<file path="config.mk">
export PLATFORM = sky130hd
export DESIGN_NAME = muldiv_ctrl
export DESIGN_NICKNAME = d
export VERILOG_FILES = /design/src/rtl/muldiv_ctrl.sv
export SDC_FILE = /design/constraint.sdc
export NUM_CORES = 1
export LEC_CHECK = 0
export CAP_MARGIN = 15
export CORE_MARGIN = 2
export CORE_UTILIZATION = 40
export DETAILED_ROUTE_END_ITERATION = 10
export GPL_ROUTABILITY_DRIVEN = 0
export PLACE_DENSITY = 0.84
export SETUP_SLACK_MARGIN = 0.02
export SYNTH_ARGS = -nofsm -noshare
export SYNTH_HDL_FRONTEND = slang
export SYNTH_SLANG_ARGS = --single-unit
</file>
<file path="constraint.sdc">
create_clock -name clk -period 2.1 [get_ports clk]
set_clock_uncertainty 0.05 [all_clocks]
set_input_delay 0.42 -clock clk [delete_from_list [all_inputs] [get_ports clk]]
set_output_delay 0.42 -clock clk [all_outputs]
set_load 0.005 [all_outputs]
</file>
<file path="src/rtl/muldiv_ctrl.sv">
`timescale 1ns/1ps
// muldiv_ctrl: sequencer for the iterative multiply/divide datapath.
// A MULTU or DIVU request clears both units for one cycle (LOAD), clocks them
// with the operation code for ITER cycles (RUN), issues the output code
// (OUT), then captures the 2W-bit result into HI/LO and pulses done (DONE).
// MFHI/MFLO reads return HI or LO on rd_data one cycle after the request.
// Ports:
//   clk, reset          clock and synchronous active-high reset
//   start, funct        request strobe and function code
//   mul_out, div_out    result buses from the multiplier and divider units
//   unit_reset          load/clear pulse to both units
//   unit_signal         Signal bus to both units (0 = hold)
//   unit_sel            0 = multiplier, 1 = divider, held for the operation
//   busy, stall         operation in flight / request refused this cycle
//   done, illegal       HI/LO just updated / unsupported request
//   hi, lo              HI and LO registers
//   rd_data, rd_valid   MFHI/MFLO result and its one-cycle strobe
module muldiv_ctrl #(
  parameter int unsigned ITER = 32,
  parameter int unsigned W    = 32
) (
  input  logic           clk,
  input  logic           reset,
  input  logic           start,
  input  logic [5:0]     funct,
  input  logic [2*W-1:0] mul_out,
  input  logic [2*W-1:0] div_out,
  output logic           unit_reset,
  output logic [5:0]     unit_signal,
  output logic           unit_sel,
  output logic           busy,
  output logic           stall,
  output logic           done,
  output logic           illegal,
  output logic [W-1:0]   hi,
  output logic [W-1:0]   lo,
  output logic [W-1:0]   rd_data,
  output logic           rd_valid
);

  localparam int unsigned CW = (ITER > 1) ? $clog2(ITER) : 1;
  localparam logic [CW-1:0] LAST = CW'(ITER - 1);

  localparam logic [5:0] F_MULTU = 6'd25;
  localparam logic [5:0] F_DIVU  = 6'd27;
  localparam logic [5:0] F_MFHI  = 6'd16;
  localparam logic [5:0] F_MFLO  = 6'd18;
  localparam logic [5:0] SIG_OUT = 6'd63;

  localparam logic [2:0] S_IDLE = 3'd0;
  localparam logic [2:0] S_LOAD = 3'd1;
  localparam logic [2:0] S_RUN  = 3'd2;
  localparam logic [2:0] S_OUT  = 3'd3;
  localparam logic [2:0] S_DONE = 3'd4;

  logic [2:0]    state;
  logic [2:0]    state_next;
  logic [CW-1:0] count;
  logic [5:0]    op;
  logic          can_accept;
  logic          is_op;
  logic          is_rd;
  logic          accept_op;
  logic          accept_rd;

  // DONE accepts new work exactly like IDLE, which allows back-to-back ops.
  assign can_accept = (state == S_IDLE) || (state == S_DONE);
  assign is_op      = (funct == F_MULTU) || (funct == F_DIVU);
  assign is_rd      = (funct == F_MFHI) || (funct == F_MFLO);
  assign accept_op  = start && can_accept && is_op;
  assign accept_rd  = start && can_accept && is_rd;

  assign busy       = (state == S_LOAD) || (state == S_RUN) || (state == S_OUT);
  assign stall      = start && busy;
  assign done       = (state == S_DONE);
  assign illegal    = start && can_accept && !is_op && !is_rd && !reset;
  assign unit_reset = reset || (state == S_LOAD);

  always_comb begin
    unit_signal = 6'd0;
    if (state == S_RUN) begin
      unit_signal = op;
    end else if (state == S_OUT) begin
      unit_signal = SIG_OUT;
    end
  end

  always_comb begin
    state_next = S_IDLE;
    case (state)
      S_IDLE:  state_next = accept_op ? S_LOAD : S_IDLE;
      S_LOAD:  state_next = S_RUN;
      S_RUN:   state_next = (count == LAST) ? S_OUT : S_RUN;
      S_OUT:   state_next = S_DONE;
      S_DONE:  state_next = accept_op ? S_LOAD : S_IDLE;
      default: state_next = S_IDLE;
    endcase
  end

  always_ff @(posedge clk) begin
    if (reset) begin
      state    <= S_IDLE;
      count    <= '0;
      op       <= 6'd0;
      unit_sel <= 1'b0;
      hi       <= '0;
      lo       <= '0;
      rd_data  <= '0;
      rd_valid <= 1'b0;
    end else begin
      state    <= state_next;
      rd_valid <= accept_rd;
      if (accept_rd) begin
        rd_data <= (funct == F_MFHI) ? hi : lo;
      end
      if (accept_op) begin
        op       <= funct;
        unit_sel <= (funct == F_DIVU);
      end
      // Cleared while in LOAD so RUN always starts from zero; saturates at LAST.
      if (state == S_LOAD) begin
        count <= '0;
      end else if ((state == S_RUN) && (count != LAST)) begin
        count <= count + CW'(1);
      end
      if (state == S_OUT) begin
        {hi, lo} <= unit_sel ? div_out : mul_out;
      end
    end
  end

endmodule

</file>
==> results.tsv, run 1 <==
stage	metric	value	unit
yosys	synthSimpleGateAreaFrac	16.0	%
timing	setup_viol	0	
yosys	yosys.area_share.xor_xnor	0.328	%
floorplan	fp.dieH	120	µm
routing	firstDrtPassIters	5	
routing	drt-total-wl	17400	µm
routing	dr.first_iter.drc_count	535	
routing	via_per_inst	5.58	
critical_path	rr_endpoint	count[3]	
yosys	synth_warnings	0	
timing	maxSlewViolCount	0	
yosys	netlist_instances	568	
critical_path	crit_path_start_kind	register	
timing	rsz0062_at_grt	false	
cells_and_area	fin_nets	921	
job	cap_viol_max_count	0	
clocking	cts-root-buf	clkbuf_16	
yosys	synth_compound_area_share	21.9	%
critical_path	cp-startpoint	state[1]	
place	io_buffer_count	245	
power_and_ir_drop	power.density	520	nW/µm²
critical_path	cp-endpoint	done	
global_routing	grtUsageTotal	23.7	%
clocking	clk_latency	340	ps
routing	wl_per_cell	18.0	µm
timing	hold_slack	291	ps
floorplan	core-area	13100	µm²
cells_and_area	drive_gt1_share	7.12	%
global_routing	overflow	0	
timing	fmax	502	MHz
timing	hold_viol	0	
yosys	syn_nets	707	
yosys	synthMuxAreaShare	12.7	%
yosys	yosysMostFrequentCell	dfxtp_1	
global_routing	grt_busiest_layer	met2	
clocking	clock_path_buffers	2	
clocking	htree_levels	3	
global_routing	use_met1	29.1	%
yosys	synth_edf_count	0	
critical_path	critPathArrivalTime	1520	ps
critical_path	r2r_start	count[0]	
timing	layout_min_cycle_time	1990	ps
global_routing	grt_first_pass_wirelength	26900	µm
yosys	synth.distinct_cells	34	
yosys	ys_ff_latch	112	
timing	tightest_slew	702	ps
power_and_ir_drop	ir_drop	0.352	mV
yosys	synth_seq_area_share	42.0	%
timing	maxSlewHeadroom	53.2	%
clocking	numCtsBuffers	9	
run_status	status	finished, final reports clean	
timing	period_share	94.9	%
yosys	yosys.area_share.adder	0.469	%
yosys	synth.avg_cell_area	9.40	µm²
power_and_ir_drop	leakage	2.60	nW
global_routing	grt_pass1_vias	5245	
critical_path	path_max_fanout	4	
yosys	synth_ff_type	dfxtp_1	
yosys	synth_top_cell_by_area	dfxtp_1	
critical_path	r2r_cells	6	
floorplan	start_util	40.6	%
critical_path	crit_type	register to output pin	
critical_path	ff2ff_setup_slack	180	ps
clocking	ctsHoldBuffers	0	
min_path	min_path_cells	2	
floorplan	fp-row-count	42	
critical_path	required	1630	ps
min_path	hold_path_class	primary input to register	
yosys	syn-cell-area	5340	µm²
yosys	ys_async_sr_fraction	0	%
global_routing	grt_max_degree	130	
yosys	synthTopCellsByArea	dfxtp_1 (42%), mux2i_1 (13%), a211oi_1 (9.0%), nor2_1 (5.8%), a311oi_1 (5.2%)	
global_routing	antenna_found_initial	0	
routing	drc	0	
yosys	synth.top_cell.area_share	42.0	%
clocking	clkTransAtPathRegs	70	ps
clocking	clkSinkCount	112	
yosys	synth_commonest_cells	dfxtp_1 (112), nor2_1 (82), mux2i_1 (68), a211oi_1 (64)	
floorplan	die_w	120	µm
routing	vias	5376	
place	dp.cells	946	
critical_path	end_kind	output pin	
cells_and_area	syn2layout_area_growth	54.1	%
floorplan	io_pins	246	
routing	ant_nets	0	
min_path	hold_start	reset	
global_routing	use_met2	39.5	%
cells_and_area	num_antenna_cells	0	
floorplan	dieArea	14300	µm²
yosys	synth_top_family_by_area	compound AO/OA/AOI/OAI gates	
cells_and_area	layoutNonFillerInstCount	963	
clocking	tritoncts	yes	
place	dp_slack	-438	ps
timing	worst_slack	107	ps
global_routing	use_met3	4.94	%
place	dpl.hpwl	12700	µm
what timing repair did:
item	in CTS	in global routing
gates resized for setup	19	6
setup buffers	1	0
endpoints found under the setup margin	9	5
pin swaps	1	0
cell families after synthesis:
kind of cell	after synthesis
multiplexers	68
adder cells (fa/ha/maj)	2
flip-flops	112
AO/OA/AOI/OAI	169
buffers and inverters	68
AND/OR/NAND/NOR	147
XOR/XNOR	2
sequential cells by signal (all words and copies together), names as in the netlist:
| name | count |
|---|---|
| hi | 32 |
| rd_valid | 1 |
| rd_data | 32 |
| count | 5 |
| op | 6 |
| state | 3 |
| lo | 32 |
| unit_sel | 1 |
routing by layer:
| layer | vias to the layer above | share of wire, % |
|---|---|---|
| met4 | 0 | 4.0 |
| met5 | - | 0 |
| met3 | 47 | 7.6 |
| met1 | 2469 | 41 |
| met2 | 269 | 48 |
| li1 | 2591 | - |
how the worst min path moves through the flow:
stage	endpoint	slack, ps
2_1_floorplan	op[0]	380
3_5_place_dp	op[4]	390
3_3_place_gp	op[3]	390
5_1_grt	state[2]	290
4_1_cts	state[2]	270
6_report	rd_data[21]	290
layout make-up:
cell class	instances	area, µm²
multi-input combinational	388	2790
fill	1073	4910
inverter	3	11.3
tap	176	220
clock buffer	13	270
sequential	112	2250
clock inverter	3	15.0
timing repair buffer	268	2670
report_power, final:
part | switching, mW | total (mW) | internal (mW)
clock network | 0.728 | 1.63 | 0.897
registers | 0.00557 | 2.14 | 2.13
logic | 0.200 | 0.514 | 0.313
total | 0.934 | 4.28 | 3.34
worst max-delay path, stage by stage (launching register included):
cell and delay [ps]:
dfxtp_1 350, nor2_2 180, and2_1 160, clkdlybuf4s50_1 500
per-stage QoR:
step / utilization, % / area [µm²] / TNS, ps / total power [mW]
3_5_place_dp: 60.2 / 7900 / -10000 / 2.70
3_3_place_gp: 60.2 / 7900 / -7360 / 2.68
6_report: 62.6 / 8230 / 0 / 4.28
2_1_floorplan: - / 5340 / 0 / 2.36
5_1_grt: 62.6 / 8230 / 0 / 4.42
4_1_cts: 62.5 / 8210 / -25.9 / 4.30
cell usage in the layout, fill, tap and decap left out, types with 11 or more instances in the layout:
cell             Yosys  layout
clkdlybuf4s50_1      0     229
dfxtp_1            112     110
nor2_1              82      78
mux2i_1             68      68
a211oi_1            64      64
nand4b_1            32      32
a31oi_1             32      32
a311oi_1            32      32
o21ai_0             20      20
buf_4               12      19
o21ai_1             14      14
dlygate4sd2_1        0      11
(Power assumes the default switching activity.)
==> run 2, diff against run 1 <==
--- a/config.mk
+++ b/config.mk
@@ -9,7 +9,6 @@
 export CORE_MARGIN = 2
 export CORE_UTILIZATION = 40
 export DETAILED_ROUTE_END_ITERATION = 10
-export GPL_ROUTABILITY_DRIVEN = 0
 export PLACE_DENSITY = 0.84
 export SETUP_SLACK_MARGIN = 0.02
 export SYNTH_ARGS = -nofsm -noshare
==> results of run 2 <==
The final DEF is identical to that of run 1; final timing and power are the same.
